File: src/rtl/keypad_pkg.sv
// Shared types, constants and the key map for the 4x4 keypad scanner.
package keypad_pkg;

  typedef enum logic [1:0] {SCAN, HOLD, RELEASE} scan_state_t;

  localparam int ROWS = 4;
  localparam int COLS = 4;

  localparam logic [3:0] KEY_STAR = 4'hE;
  localparam logic [3:0] KEY_HASH = 4'hF;

  // Row-major map: row 0 = "1 2 3 A" ... row 3 = "* 0 # D".
  function automatic logic [3:0] key_lookup(input logic [1:0] row_idx,
                                            input logic [1:0] col_idx);
    logic [3:0] code;
    case ({row_idx, col_idx})
      4'h0:    code = 4'h1;
      4'h1:    code = 4'h2;
      4'h2:    code = 4'h3;
      4'h3:    code = 4'hA;
      4'h4:    code = 4'h4;
      4'h5:    code = 4'h5;
      4'h6:    code = 4'h6;
      4'h7:    code = 4'hB;
      4'h8:    code = 4'h7;
      4'h9:    code = 4'h8;
      4'hA:    code = 4'h9;
      4'hB:    code = 4'hC;
      4'hC:    code = KEY_STAR;
      4'hD:    code = 4'h0;
      4'hE:    code = KEY_HASH;
      default: code = 4'hD;
    endcase
    return code;
  endfunction

endpackage

File: src/rtl/module_keypad_encoder.sv
// Combinational key encoder: row index + column vector -> {hit, code}.
module module_keypad_encoder
  import keypad_pkg::*;
(
  input  logic [1:0]      row_idx,
  input  logic [COLS-1:0] cols,
  output logic            hit,
  output logic [3:0]      code
);

  // Descending scan so the lowest active column is the last (winning) write.
  always_comb begin
    hit  = 1'b0;
    code = 4'h0;
    for (int c = COLS - 1; c >= 0; c--) begin
      if (cols[c]) begin
        hit  = 1'b1;
        code = key_lookup(row_idx, 2'(c));
      end
    end
  end

endmodule

File: src/rtl/module_keypad_scan.sv
// 4x4 keypad row scanner feeding module_DeBounce; emits key_code/key_valid on confirmation.
// Optional KEYPAD_REPEAT_EN: keeps key_detect live in RELEASE so held keys auto-repeat.
module module_keypad_scan
  import keypad_pkg::*;
#(
  parameter int SCAN_DIV = 27_000
) (
  input  logic            clk,
  input  logic            n_reset,
  input  logic [COLS-1:0] columnas_in,
  input  logic            db_out,
  output logic [ROWS-1:0] filas,
  output logic            key_detect,
  output logic [COLS-1:0] columnas_out,
  output logic [1:0]      fila_activa,
  output logic [3:0]      key_code,
  output logic            key_valid
);

  localparam int CNT_W = (SCAN_DIV > 1) ? $clog2(SCAN_DIV) : 1;
  localparam logic [CNT_W-1:0] TICK_VAL = CNT_W'(SCAN_DIV - 1);

  logic [COLS-1:0] r_col_m;
  logic [COLS-1:0] r_col_s;
  logic            r_db_q;
  logic [CNT_W-1:0] r_div_cnt;
  scan_state_t     r_state;
  logic [ROWS-1:0] r_filas;
  logic [1:0]      r_fila_activa;
  logic [3:0]      r_key_code;
  logic            r_key_valid;

  logic            w_tick;
  logic            w_col_any;
  logic            w_db_rise;
  logic            w_idle_exit;
  logic            w_hit;
  logic [3:0]      w_code;

  always_ff @(posedge clk or negedge n_reset) begin
    if (!n_reset) begin
      r_col_m <= '0;
      r_col_s <= '0;
      r_db_q  <= 1'b0;
    end else begin
      r_col_m <= columnas_in;
      r_col_s <= r_col_m;
      r_db_q  <= db_out;
    end
  end

  assign w_tick      = (r_div_cnt == TICK_VAL);
  assign w_col_any   = |r_col_s;
  assign w_db_rise   = db_out & ~r_db_q;
  assign w_idle_exit = w_tick & ~w_col_any & ~db_out;

  module_keypad_encoder u_encoder (
    .row_idx (r_fila_activa),
    .cols    (r_col_s),
    .hit     (w_hit),
    .code    (w_code)
  );

  always_ff @(posedge clk or negedge n_reset) begin
    if (!n_reset) begin
      r_state       <= SCAN;
      r_div_cnt     <= '0;
      r_filas       <= 4'b0001;
      r_fila_activa <= 2'd0;
      r_key_code    <= 4'h0;
      r_key_valid   <= 1'b0;
    end else begin
      r_key_valid <= 1'b0;
      r_div_cnt   <= w_tick ? '0 : r_div_cnt + CNT_W'(1);
      case (r_state)
        SCAN: begin
          if (w_tick) begin
            if (w_col_any) begin
              r_state   <= HOLD;
              r_div_cnt <= '0;
            end else begin
              r_filas       <= {r_filas[ROWS-2:0], r_filas[ROWS-1]};
              r_fila_activa <= r_fila_activa + 2'd1;
            end
          end
        end
        HOLD: begin
          // A confirmation edge takes priority over a same-cycle release tick.
          if (w_db_rise) begin
            r_state     <= RELEASE;
            r_div_cnt   <= '0;
            r_key_valid <= w_hit;
            if (w_hit) r_key_code <= w_code;
          end else if (w_idle_exit) begin
            r_state       <= SCAN;
            r_div_cnt     <= '0;
            r_filas       <= {r_filas[ROWS-2:0], r_filas[ROWS-1]};
            r_fila_activa <= r_fila_activa + 2'd1;
          end
        end
        RELEASE: begin
`ifdef KEYPAD_REPEAT_EN
          if (w_db_rise && w_hit) r_key_valid <= 1'b1;
`endif
          if (w_idle_exit) begin
            r_state       <= SCAN;
            r_div_cnt     <= '0;
            r_filas       <= {r_filas[ROWS-2:0], r_filas[ROWS-1]};
            r_fila_activa <= r_fila_activa + 2'd1;
          end
        end
        default: begin
          r_state   <= SCAN;
          r_div_cnt <= '0;
        end
      endcase
    end
  end

`ifdef KEYPAD_REPEAT_EN
  assign key_detect = ((r_state == HOLD) || (r_state == RELEASE)) && w_col_any;
`else
  assign key_detect = (r_state == HOLD) && w_col_any;
`endif

  assign filas        = r_filas;
  assign columnas_out = r_col_s;
  assign fila_activa  = r_fila_activa;
  assign key_code     = r_key_code;
  assign key_valid    = r_key_valid;

endmodule

File: config.mk
export PLATFORM = sky130hd
export DESIGN_NAME = module_keypad_scan
export DESIGN_NICKNAME = d
export VERILOG_FILES = /design/src/rtl/keypad_pkg.sv /design/src/rtl/module_keypad_encoder.sv /design/src/rtl/module_keypad_scan.sv
export SDC_FILE = /design/constraint.sdc
export NUM_CORES = 1
export LEC_CHECK = 0
export ABC_AREA = 1
export BUFFER_PORTS_ARGS = -buffer_cell sky130_fd_sc_hd__buf_2
export CAP_MARGIN = 10
export CELL_PAD_IN_SITES_DETAIL_PLACEMENT = 1
export CELL_PAD_IN_SITES_GLOBAL_PLACEMENT = 1
export CORE_UTILIZATION = 47
export DETAILED_ROUTE_END_ITERATION = 8
export PLACE_DENSITY_LB_ADDON = 0.1
export SYNTH_ARGS = -nofsm -noshare
export SYNTH_HDL_FRONTEND = slang
export SYNTH_SLANG_ARGS = --single-unit
File: constraint.sdc
create_clock -name clk -period 2.4 [get_ports clk]
set_input_delay 0 -clock clk [delete_from_list [all_inputs] [get_ports clk]]
set_output_delay 0 -clock clk [all_outputs]
set_load 0.005 [all_outputs]
==> results of run 1 <==
cell type report:
type	count	area (um2)
inverter	33	124
clock buffer	5	68.8
sequential	37	927
timing repair buffer	28	170
clock inverter	3	68.8
multi-input combinational	183	1020
tap	50	62.6
fill	508	1670
how the worst min path moves through the flow:
stage	depth (start not counted)	to	startpoint
2_1_floorplan	0	columnas_out[0]	n_reset
3_3_place_gp	1	r_col_m[0]	columnas_in[0]
3_5_place_dp	1	r_col_m[1]	columnas_in[1]
4_1_cts	2	r_col_m[1]	columnas_in[1]
5_1_grt	2	r_col_m[2]	columnas_in[2]
6_report	2	r_div_cnt[8]	n_reset
what timing repair did:
item / CTS / global route
hold buffers: 6 / 0
endpoints found under the hold margin: 41 / 0
buffers inserted: 0 / 0
synth_stat cells:
cell,instances,area share
a21boi_0,1,0.0036
a21oi_1,9,0.022
a21oi_2,2,0.0084
a21oi_4,1,0.0078
a31oi_1,1,0.0030
buf_6,1,0.0054
dfrtp_1,36,0.43
dfstp_2,1,0.013
ha_1,12,0.072
inv_1,30,0.054
inv_2,3,0.0054
nand2_1,57,0.10
nand2_2,4,0.012
nand2_4,2,0.011
nand3_1,17,0.041
nand3_2,1,0.0048
nand3b_1,1,0.0036
nand4_1,3,0.0090
nor2_1,28,0.050
nor2_2,12,0.036
nor2_4,2,0.011
nor3_1,11,0.026
nor3_2,1,0.0048
o211ai_1,2,0.0072
o21ai_0,3,0.0072
o21bai_1,1,0.0036
o22ai_1,2,0.0060
o31ai_1,1,0.0036
or2_2,3,0.0090
xnor2_1,1,0.0042
xor2_1,5,0.021
metrics by stage:
step | util | hold slack, ns
after global routing | 0.594 | 0.349
after floorplan | - | -0.296
after CTS | 0.594 | 0.334
after global placement | 0.546 | 0.108
after detailed placement | 0.546 | 0.111
final | 0.594 | 0.322
sequential cells by signal, summed over array words and instances, names as in the netlist:
register,cells
r_div_cnt,15
columnas_out,4
filas,4
key_code,4
r_col_m,4
fila_activa,2
r_state,2
key_valid,1
r_db_q,1
logic make-up (layout without fill, tap and decap cells):
| logic type | count (synthesis) | count (layout) | share of synthesized area |
|---|---|---|---|
| AND/OR/NAND/NOR | 142 | 142 | 0.321 |
| flip-flops | 37 | 37 | 0.445 |
| buffers and inverters | 34 | 69 | 0.0648 |
| AO/OA/AOI/OAI | 23 | 23 | 0.0720 |
| adder cells (fa/ha/maj) | 12 | 12 | 0.0720 |
| XOR/XNOR | 6 | 6 | 0.0252 |
routing by layer:
layer | up-vias | GRT usage | share of wire
met3 | 5 | 0.0493 | 0.034
met2 | 30 | 0.358 | 0.45
met4 | 0 | 0.0859 | 0.013
met1 | 826 | 0.330 | 0.51
li1 | 875 | - | -
met5 | - | 0 | 0
report_power, final:
group,internal [mW],switching [mW],leakage [nW],total (mW)
combinational,0.0176,0.0262,0.633,0.0438
sequential,0.631,0.00587,0.483,0.636
clock,0.418,0.243,0.0687,0.661
total,1.07,0.275,1.18,1.34
==> results.py, run 1 <==
metrics = {
    "detailed_routing": {
        "firstDrtPassIters": 4,
        "drc_errors": 0,
        "detail-route-antenna-nets": 0,
        "drt-total-wl_mm": 4.76,
        "routedWlPerCell_um": 14.0,
        "drtIter0Drc": 64,
        "viasPerCell": 5.12,
        "via_count": 1736,
    },
    "die": {
        "initial_core_util": 0.507,
        "fp.dieArea_mm2": 0.00471,
        "core_area_mm2": 0.00412,
        "pin_count": 23,
        "die_x_um": 68.6,
        "fp.dieH_um": 68.6,
        "rows": 23,
    },
    "grt": {
        "grt_max_degree": 38,
        "grt-ovfl-total": 0,
        "antenna_found_initial": 0,
        "grt_pass1_vias": 1743,
        "grt_use_total": 0.236,
        "grt_pass1_wl_mm": 8.02,
    },
    "worst_setup_path": {
        "endpoint_kind": "flip-flop",
        "path_cells": "inv_1, ha_1, or2_2, nand3_1, a21oi_4, nand2_4, nand2_1, nand2_1",
        "cp_top_family": "simple AND/OR/NAND/NOR gates",
        "rr_endpoint": "fila_activa[1]",
        "ff2ff_setup_slack_ns": 0.63,
        "r2r_cells": 8,
        "path_class": "flip-flop to flip-flop",
        "cp.depth": 8,
        "worstPathMaxFanout": 7,
        "crit_path_start_kind": "flip-flop",
        "arrival_ns": 1.96,
        "slowest_delay_ns": 0.43,
        "cp-endpoint": "fila_activa[1]",
        "crit_buf_inv": 1,
        "r2r-start": "r_state[0]",
        "critPathMostFrequentCell": "nand2_1",
        "critical_path_required_ns": 2.60,
        "worst_path_max_delay_cell": "dfrtp_1",
        "startpoint": "r_state[0]",
    },
    "clock_network": {
        "htree_levels": 2,
        "cts_sinks": 37,
        "tritoncts": "done",
        "clock_path_buffers": 2,
        "clockRootBuffer": "clkbuf_8",
        "cts-resized-gates": 0,
        "clkTransAtPathRegs_ns": 0.08,
        "clk_latency_ns": 0.30,
        "cts_buffers": 5,
    },
    "cells_and_area": {
        "synthToLayoutAreaGrowth_pct": 17.2,
        "stdcell_count": 339,
        "drive_above_1_share": 0.215,
        "n_antenna_cell": 0,
        "final_common_cell": "nand2_1",
        "design_area_mm2": 0.00244,
        "nets": 307,
        "final_cell_mix": "57 x nand2_1, 36 x dfrtp_1, 30 x inv_1",
    },
    "job": {
        "maxCapViolCount": 0,
    },
    "sta": {
        "setup_violations": 0,
        "finalCriticalPeriod_ns": 1.77,
        "relSlewSlack": 0.453,
        "rsz0062_at_grt": "false",
        "tns_ns": 0,
        "clock_skew_ns": 0.00937,
        "max_freq_mhz": 566,
        "drv_slew": 0,
        "fin_crit_sh": 0.736,
        "tightest_slew_ns": 0.820,
        "setup_ws_ns": 0.633,
        "final_hold_viol_count": 0,
    },
    "pwr": {
        "power.density_mw_per_mm2": 549,
        "p_leak_nw": 1.18,
        "ir_worst_vdd_uv": 320,
        "finalPower_mw": 1.34,
    },
    "status": {
        "status": "finished clean",
    },
    "synth": {
        "ys.warnings.count": 0,
        "synth-seq-area-share": 0.445,
        "syn_area_per_cell_um2": 8.21,
        "yosys_register_bits": 37,
        "syn_nets": 273,
        "postSynthCellCount": 254,
        "syn-cell-area_mm2": 0.00208,
        "synth_cell_type_count": 31,
    },
    "place": {
        "place_ws_ns": 0.652,
        "place.gp.congestion": 0.883,
        "hpwl_mm": 3.44,
        "dp.cells": 325,
        "placedInstanceArea_mm2": 0.00225,
        "port_buffers": 22,
    },
    "worst_hold_path": {
        "hp-class": "input pin to async pin",
    },
}
No activity file was read; power rests on OpenSTA's default activity.
==> inputs of run 2 (changes only) <==
--- a/config.mk
+++ b/config.mk
@@ -10,7 +10,7 @@
 export CAP_MARGIN = 10
 export CELL_PAD_IN_SITES_DETAIL_PLACEMENT = 1
 export CELL_PAD_IN_SITES_GLOBAL_PLACEMENT = 1
-export CORE_UTILIZATION = 47
+export CORE_UTILIZATION = 43
 export DETAILED_ROUTE_END_ITERATION = 8
 export PLACE_DENSITY_LB_ADDON = 0.1
 export SYNTH_ARGS = -nofsm -noshare
==> constraint.sdc (replaced) <==
create_clock -name clk -period 1.8 [get_ports clk]
set_input_delay 0 -clock clk [delete_from_list [all_inputs] [get_ports clk]]
set_output_delay 0 -clock clk [all_outputs]
set_load 0.005 [all_outputs]
==> run 2 against run 1 <==
Hold slack improved by 0.022 ns. Via count rose by 0.29%. Clock skew fell by 0.0026 ns. Sequential share of layout area fell by 0.69 points. Design area rose by 1.8%. Worst setup slack got worse by 0.50 ns. Register-to-register slack got worse by 0.50 ns. Combinational power rose by 35%. Global-route usage fell by 2.9 points. Count of clock-buffer cells in the layout did not move.
==> results.py, run 2 (same netlist as run 1, synthesis figures left out) <==
metrics = {
    "status": {
        "status": "finished clean",
    },
    "worst_setup_path": {
        "arrival_ns": 1.86,
        "endpoint_kind": "flip-flop",
        "cp_top_family": "simple AND/OR/NAND/NOR gates",
        "path_class": "flip-flop to flip-flop",
        "critPathMostFrequentCell": "nand3_1",
        "cp.depth": 8,
        "critical_path_required_ns": 1.99,
        "slowest_delay_ns": 0.41,
        "worst_path_max_delay_cell": "dfrtp_1",
        "path_cells": "inv_1, ha_4, or2_2, nand3_1, a21oi_4, buf_4, nand3_1, nand2_1",
        "crit_buf_inv": 2,
        "r2r_cells": 8,
        "crit_path_start_kind": "flip-flop",
        "worstPathMaxFanout": 6,
    },
    "grt": {
        "grt-ovfl-total": 0,
        "grt_pass1_wl_mm": 8.25,
        "grt_max_degree": 38,
        "antenna_found_initial": 0,
        "grt_use_total": 0.207,
        "grt_pass1_vias": 1755,
    },
    "die": {
        "fp.dieArea_mm2": 0.00513,
        "die_x_um": 71.6,
        "rows": 24,
        "initial_core_util": 0.463,
        "pin_count": 23,
        "core_area_mm2": 0.00450,
        "fp.dieH_um": 71.6,
    },
    "place": {
        "hpwl_mm": 3.48,
        "port_buffers": 22,
        "place.gp.congestion": 0.842,
    },
    "detailed_routing": {
        "viasPerCell": 5.00,
        "drc_errors": 0,
        "via_count": 1741,
        "detail-route-antenna-nets": 0,
        "drt-total-wl_mm": 4.94,
        "routedWlPerCell_um": 14.2,
        "drtIter0Drc": 99,
        "firstDrtPassIters": 4,
    },
    "sta": {
        "drv_slew": 0,
        "relSlewSlack": 0.440,
        "fin_crit_sh": 0.928,
        "clock_skew_ns": 0.00673,
        "tightest_slew_ns": 0.840,
        "max_freq_mhz": 599,
        "rsz0062_at_grt": "false",
        "finalCriticalPeriod_ns": 1.67,
        "setup_violations": 0,
        "final_hold_viol_count": 0,
        "whs_ns": 0.344,
        "tns_ns": 0,
    },
    "cells_and_area": {
        "nets": 314,
        "n_antenna_cell": 0,
        "largest_reg_flops": 15,
        "drive_above_1_share": 0.240,
        "final_common_cell": "nand2_1",
        "largest_register": "r_div_cnt",
        "synthToLayoutAreaGrowth_pct": 19.4,
        "fillers": 570,
        "final_cell_mix": "57 x nand2_1, 36 x dfrtp_1, 29 x inv_1",
    },
    "pwr": {
        "p_leak_nw": 1.21,
        "power.density_mw_per_mm2": 663,
        "ir_worst_vdd_uv": 496,
    },
    "clock_network": {
        "clock_path_buffers": 2,
        "cts_buffers": 5,
        "cts_sinks": 37,
        "htree_levels": 2,
        "clkTransAtPathRegs_ns": 0.08,
        "clk_latency_ns": 0.30,
        "clockRootBuffer": "clkbuf_8",
        "tritoncts": "done",
    },
    "job": {
        "maxCapViolCount": 0,
    },
    "worst_hold_path": {
        "hp-class": "input pin to async pin",
    },
}
[run 2: through the flow]
stage	cell area [um2]	setup WS [ns]	instances	utilization	power (mW)
after global placement	2270	0.149	330	0.504	0.915
final	2490	0.130	348	0.553	1.65
after CTS	2450	0.0641	344	0.543	1.67
after floorplan	2080	0.290	254	-	0.881
after detailed placement	2270	0.103	330	0.504	0.916
after global routing	2490	0.00355	348	0.553	1.70
[run 2: routing by layer]
| layer | wire (um) | vias to the layer above | GRT usage | part of all wire |
|---|---|---|---|---|
| li1 | - | 885 | - | - |
| met2 | 2170 | 25 | 0.313 | 0.44 |
| met5 | 0 | - | 0 | 0 |
| met3 | 117 | 7 | 0.0422 | 0.024 |
| met1 | 2600 | 824 | 0.304 | 0.53 |
| met4 | 57 | 0 | 0.0523 | 0.012 |
[run 2: cell type report]
type | count | area [um2] | share of cell area
clock inverters | 3 | 46.3 | 0.0186
inverters | 33 | 124 | 0.0498
multi-input cells | 183 | 1030 | 0.416
repair buffers | 35 | 223 | 0.0895
clock buffers | 5 | 68.8 | 0.0277
well taps | 52 | 65.1 | 0.0261
flip-flops and latches | 37 | 927 | 0.373
[run 2: what timing repair did]
item / 4_1_cts / 5_1_grt
endpoints found under the hold margin: 41 / 0
gates resized for setup: 0 / 3
setup endpoints to repair: 0 / 13
setup buffers: 0 / 4
hold buffers: 6 / 0
[run 2: path summary, 6_finish.rpt]
check / from / end / slack [ns]
worst min register to register: r_col_m[1] / columnas_out[1] / 0.35
worst max register to register: r_state[0] / fila_activa[0] / 0.13
max in group asynchronous: n_reset / r_state[1] / 0.93
worst max-delay path: r_state[0] / fila_activa[0] / 0.13
worst min-delay path: n_reset / r_div_cnt[13] / 0.34
min in group clk: columnas_in[1] / r_col_m[1] / 0.35
[run 2: power breakdown]
group / total [mW] / internal (mW) / leakage, nW / switching [mW]
Sequential: 0.849 / 0.841 / 0.483 / 0.00873
Combinational: 0.0593 / 0.0234 / 0.672 / 0.0358
Clock: 0.741 / 0.415 / 0.0543 / 0.326
==> inputs of run 3 (changes only) <==
--- a/config.mk
+++ b/config.mk
@@ -10,9 +10,12 @@
 export CAP_MARGIN = 10
 export CELL_PAD_IN_SITES_DETAIL_PLACEMENT = 1
 export CELL_PAD_IN_SITES_GLOBAL_PLACEMENT = 1
+export CORE_MARGIN = 3
 export CORE_UTILIZATION = 43
 export DETAILED_ROUTE_END_ITERATION = 8
 export PLACE_DENSITY_LB_ADDON = 0.1
+export SETUP_SLACK_MARGIN = 0.3
 export SYNTH_ARGS = -nofsm -noshare
 export SYNTH_HDL_FRONTEND = slang
+export SYNTH_HIERARCHICAL = 1
 export SYNTH_SLANG_ARGS = --single-unit
==> run 3 against run 2 <==
Utilization rose by 5.7 points. Non-clock buffer count grew 15. Clock power up 3.5%. Final cell count is 4.3% higher. Die area grew 8.1%. Worst setup slack improved by 0.053 ns. Largest cell class unchanged. Largest power group unchanged.
==> results.py, run 3 <==
metrics = {
    "die": {
        "rows": 24,
        "fp.dieH_um": 74.5,
        "die_x_um": 74.5,
        "initial_core_util": 0.454,
        "fp.dieArea_mm2": 0.00555,
        "core_area_mm2": 0.00444,
        "pin_count": 23,
    },
    "worst_setup_path": {
        "critPathMostFrequentCell": "nand2_1",
        "arrival_ns": 1.80,
        "worst_path_max_delay_cell": "dfrtp_1",
        "cp_top_family": "simple AND/OR/NAND/NOR gates",
        "path_class": "flip-flop to flip-flop",
        "crit_buf_inv": 1,
        "critical_path_required_ns": 1.98,
        "path_cells": "nand2_2, inv_1, nand2_1, nor2_1, nand4_1, nand2_1, nand2_1, nand2_1, nand2_1",
        "ff2ff_setup_slack_ns": 0.18,
        "r2r-start": "r_div_cnt[5]",
        "slowest_delay_ns": 0.49,
        "rr_endpoint": "r_state[1]",
        "crit_path_start_kind": "flip-flop",
        "endpoint_kind": "flip-flop",
        "worstPathMaxFanout": 4,
        "r2r_cells": 9,
    },
    "detailed_routing": {
        "detail-route-antenna-nets": 0,
        "drt-total-wl_mm": 6.34,
        "firstDrtPassIters": 4,
        "drc_errors": 0,
        "routedWlPerCell_um": 17.5,
        "drtIter0Drc": 83,
        "viasPerCell": 5.25,
        "via_count": 1904,
    },
    "pwr": {
        "p_sw_mw": 0.367,
        "p_sw_frac": 0.218,
        "internal_power_mw": 1.32,
        "power.density_mw_per_mm2": 622,
        "power_frac_comb": 0.041,
        "finalPower_mw": 1.69,
        "ir_worst_vdd_uv": 512,
        "power_frac_clock": 0.455,
        "p_leak_nw": 1.35,
        "power_frac_seq": 0.505,
    },
    "sta": {
        "rsz0062_at_grt": "true",
        "finalCriticalPeriod_ns": 1.62,
        "tns_ns": 0,
        "setup_violations": 0,
        "max_freq_mhz": 619,
        "clock_skew_ns": 0.00622,
        "relSlewSlack": 0.444,
        "drv_slew": 0,
        "tightest_slew_ns": 0.834,
        "fin_crit_sh": 0.898,
        "final_hold_viol_count": 0,
    },
    "place": {
        "port_buffers": 22,
        "place.gp.congestion": 0.802,
        "hpwl_mm": 3.43,
    },
    "synth": {
        "yosys.area.top_type": "dfrtp_1",
        "yosys_register_bits": 37,
        "syn_area_per_cell_um2": 7.94,
        "yosys_most_used_dff": "dfrtp_1",
        "synthArstFlopShare": 1.00,
        "netlist_top_cells_count": "76 x nand2_1, 36 x dfrtp_1, 34 x nor2_1",
        "synth_cell_type_count": 30,
        "synth_top_area_frac": 0.447,
        "syn_nets": 266,
        "synth-seq-area-share": 0.460,
        "yosysMostFrequentCell": "nand2_1",
        "syn-cell-area_mm2": 0.00202,
        "synth_edf_count": 0,
        "ys.warnings.count": 6,
        "ys_top_cells_by_area": "dfrtp_1 45%, nand2_1 14%, nor2_1 6.3%",
        "postSynthCellCount": 254,
    },
    "clock_network": {
        "clock_path_buffers": 2,
        "cts_sinks": 37,
        "clk_latency_ns": 0.29,
        "tritoncts": "done",
        "cts_buffers": 5,
        "clkTransAtPathRegs_ns": 0.08,
        "htree_levels": 2,
        "clockRootBuffer": "clkbuf_8",
    },
    "grt": {
        "grt-ovfl-total": 0,
        "grt_pass1_vias": 1806,
        "antenna_found_initial": 0,
        "grt_pass1_wl_mm": 8.78,
        "grt_use_total": 0.208,
        "grt_max_degree": 38,
    },
    "worst_hold_path": {
        "hp-class": "input pin to async pin",
    },
    "cells_and_area": {
        "final_cell_mix": "69 x nand2_1, 35 x dfrtp_1, 26 x nor2_1",
        "fillers": 545,
        "n_antenna_cell": 0,
        "drive_above_1_share": 0.350,
        "final_common_cell": "nand2_1",
        "largest_reg_flops": 15,
        "largest_register": "r_div_cnt",
        "synthToLayoutAreaGrowth_pct": 34.5,
        "nets": 322,
    },
    "status": {
        "status": "finished clean",
    },
    "job": {
        "maxCapViolCount": 0,
    },
}
## run 3: kinds of logic after synthesis
logic type,Yosys count,share of synthesized area
XOR/XNOR,2,0.00869
adder cells (fa/ha/maj),5,0.0310
flip-flops,37,0.460
AO/OA/AOI/OAI,16,0.0447
AND/OR/NAND/NOR,162,0.392
buffers and inverters,32,0.0633
## run 3: power groups by stage
stage	clock network, mW	registers (mW)	logic (mW)
2_1_floorplan	0	0.866	0.0194
3_3_place_gp	0	0.867	0.0524
3_5_place_dp	0	0.867	0.0544
4_1_cts	0.776	0.851	0.0649
5_1_grt	0.834	0.853	0.0781
6_report	0.767	0.851	0.0687
## run 3: worst max-delay path by stage
stage / startpoint / endpoint / slack, ns / depth (start not counted)
2_1_floorplan: r_state[0] / r_div_cnt[10] / 0.39 / 7
3_3_place_gp: r_state[1] / r_div_cnt[9] / 0.25 / 7
3_5_place_dp: r_state[1] / r_div_cnt[9] / 0.17 / 7
4_1_cts: r_div_cnt[1] / fila_activa[1] / 0.28 / 10
5_1_grt: r_div_cnt[5] / r_state[1] / 0.07 / 9
6_report: r_div_cnt[5] / r_state[1] / 0.18 / 9
## run 3: through the flow
step	utilization	setup slack, ns	std cells	hold slack [ns]	cell area, um2
2_1_floorplan	-	0.391	254	-0.296	2020
3_3_place_gp	0.492	0.248	328	0.109	2190
3_5_place_dp	0.492	0.168	328	0.111	2190
4_1_cts	0.562	0.280	352	0.343	2500
5_1_grt	0.610	0.0728	363	0.344	2710
6_report	0.610	0.183	363	0.340	2710
## run 3: per-layer routing
metal  track usage  part of all wire  wire length, um  up-vias
met3        0.0432             0.030              189       15
met5             0                 0                0        -
met2         0.358              0.50             3180       36
met1         0.261              0.44             2810      931
li1              -                 -                -      922
met4        0.0632             0.025              161        0
## run 3: area by class of cell
| cell class | count | area [um2] | area share |
|---|---|---|---|
| repair buffers | 50 | 347 | 0.128 |
| inverters | 31 | 121 | 0.0448 |
| well taps | 52 | 65.1 | 0.0240 |
| clock inverters | 2 | 37.5 | 0.0139 |
| multi-input cells | 185 | 1130 | 0.416 |
| flip-flops and latches | 37 | 928 | 0.343 |
| clock buffers | 6 | 82.6 | 0.0305 |
## run 3: repair_timing
action | CTS | global route
hold endpoints to repair | 41 | 0
hold buffers | 6 | 0
setup buffers | 10 | 11
pin swaps | 4 | 9
endpoints found under the setup margin | 18 | 22
gates resized for setup | 13 | 35
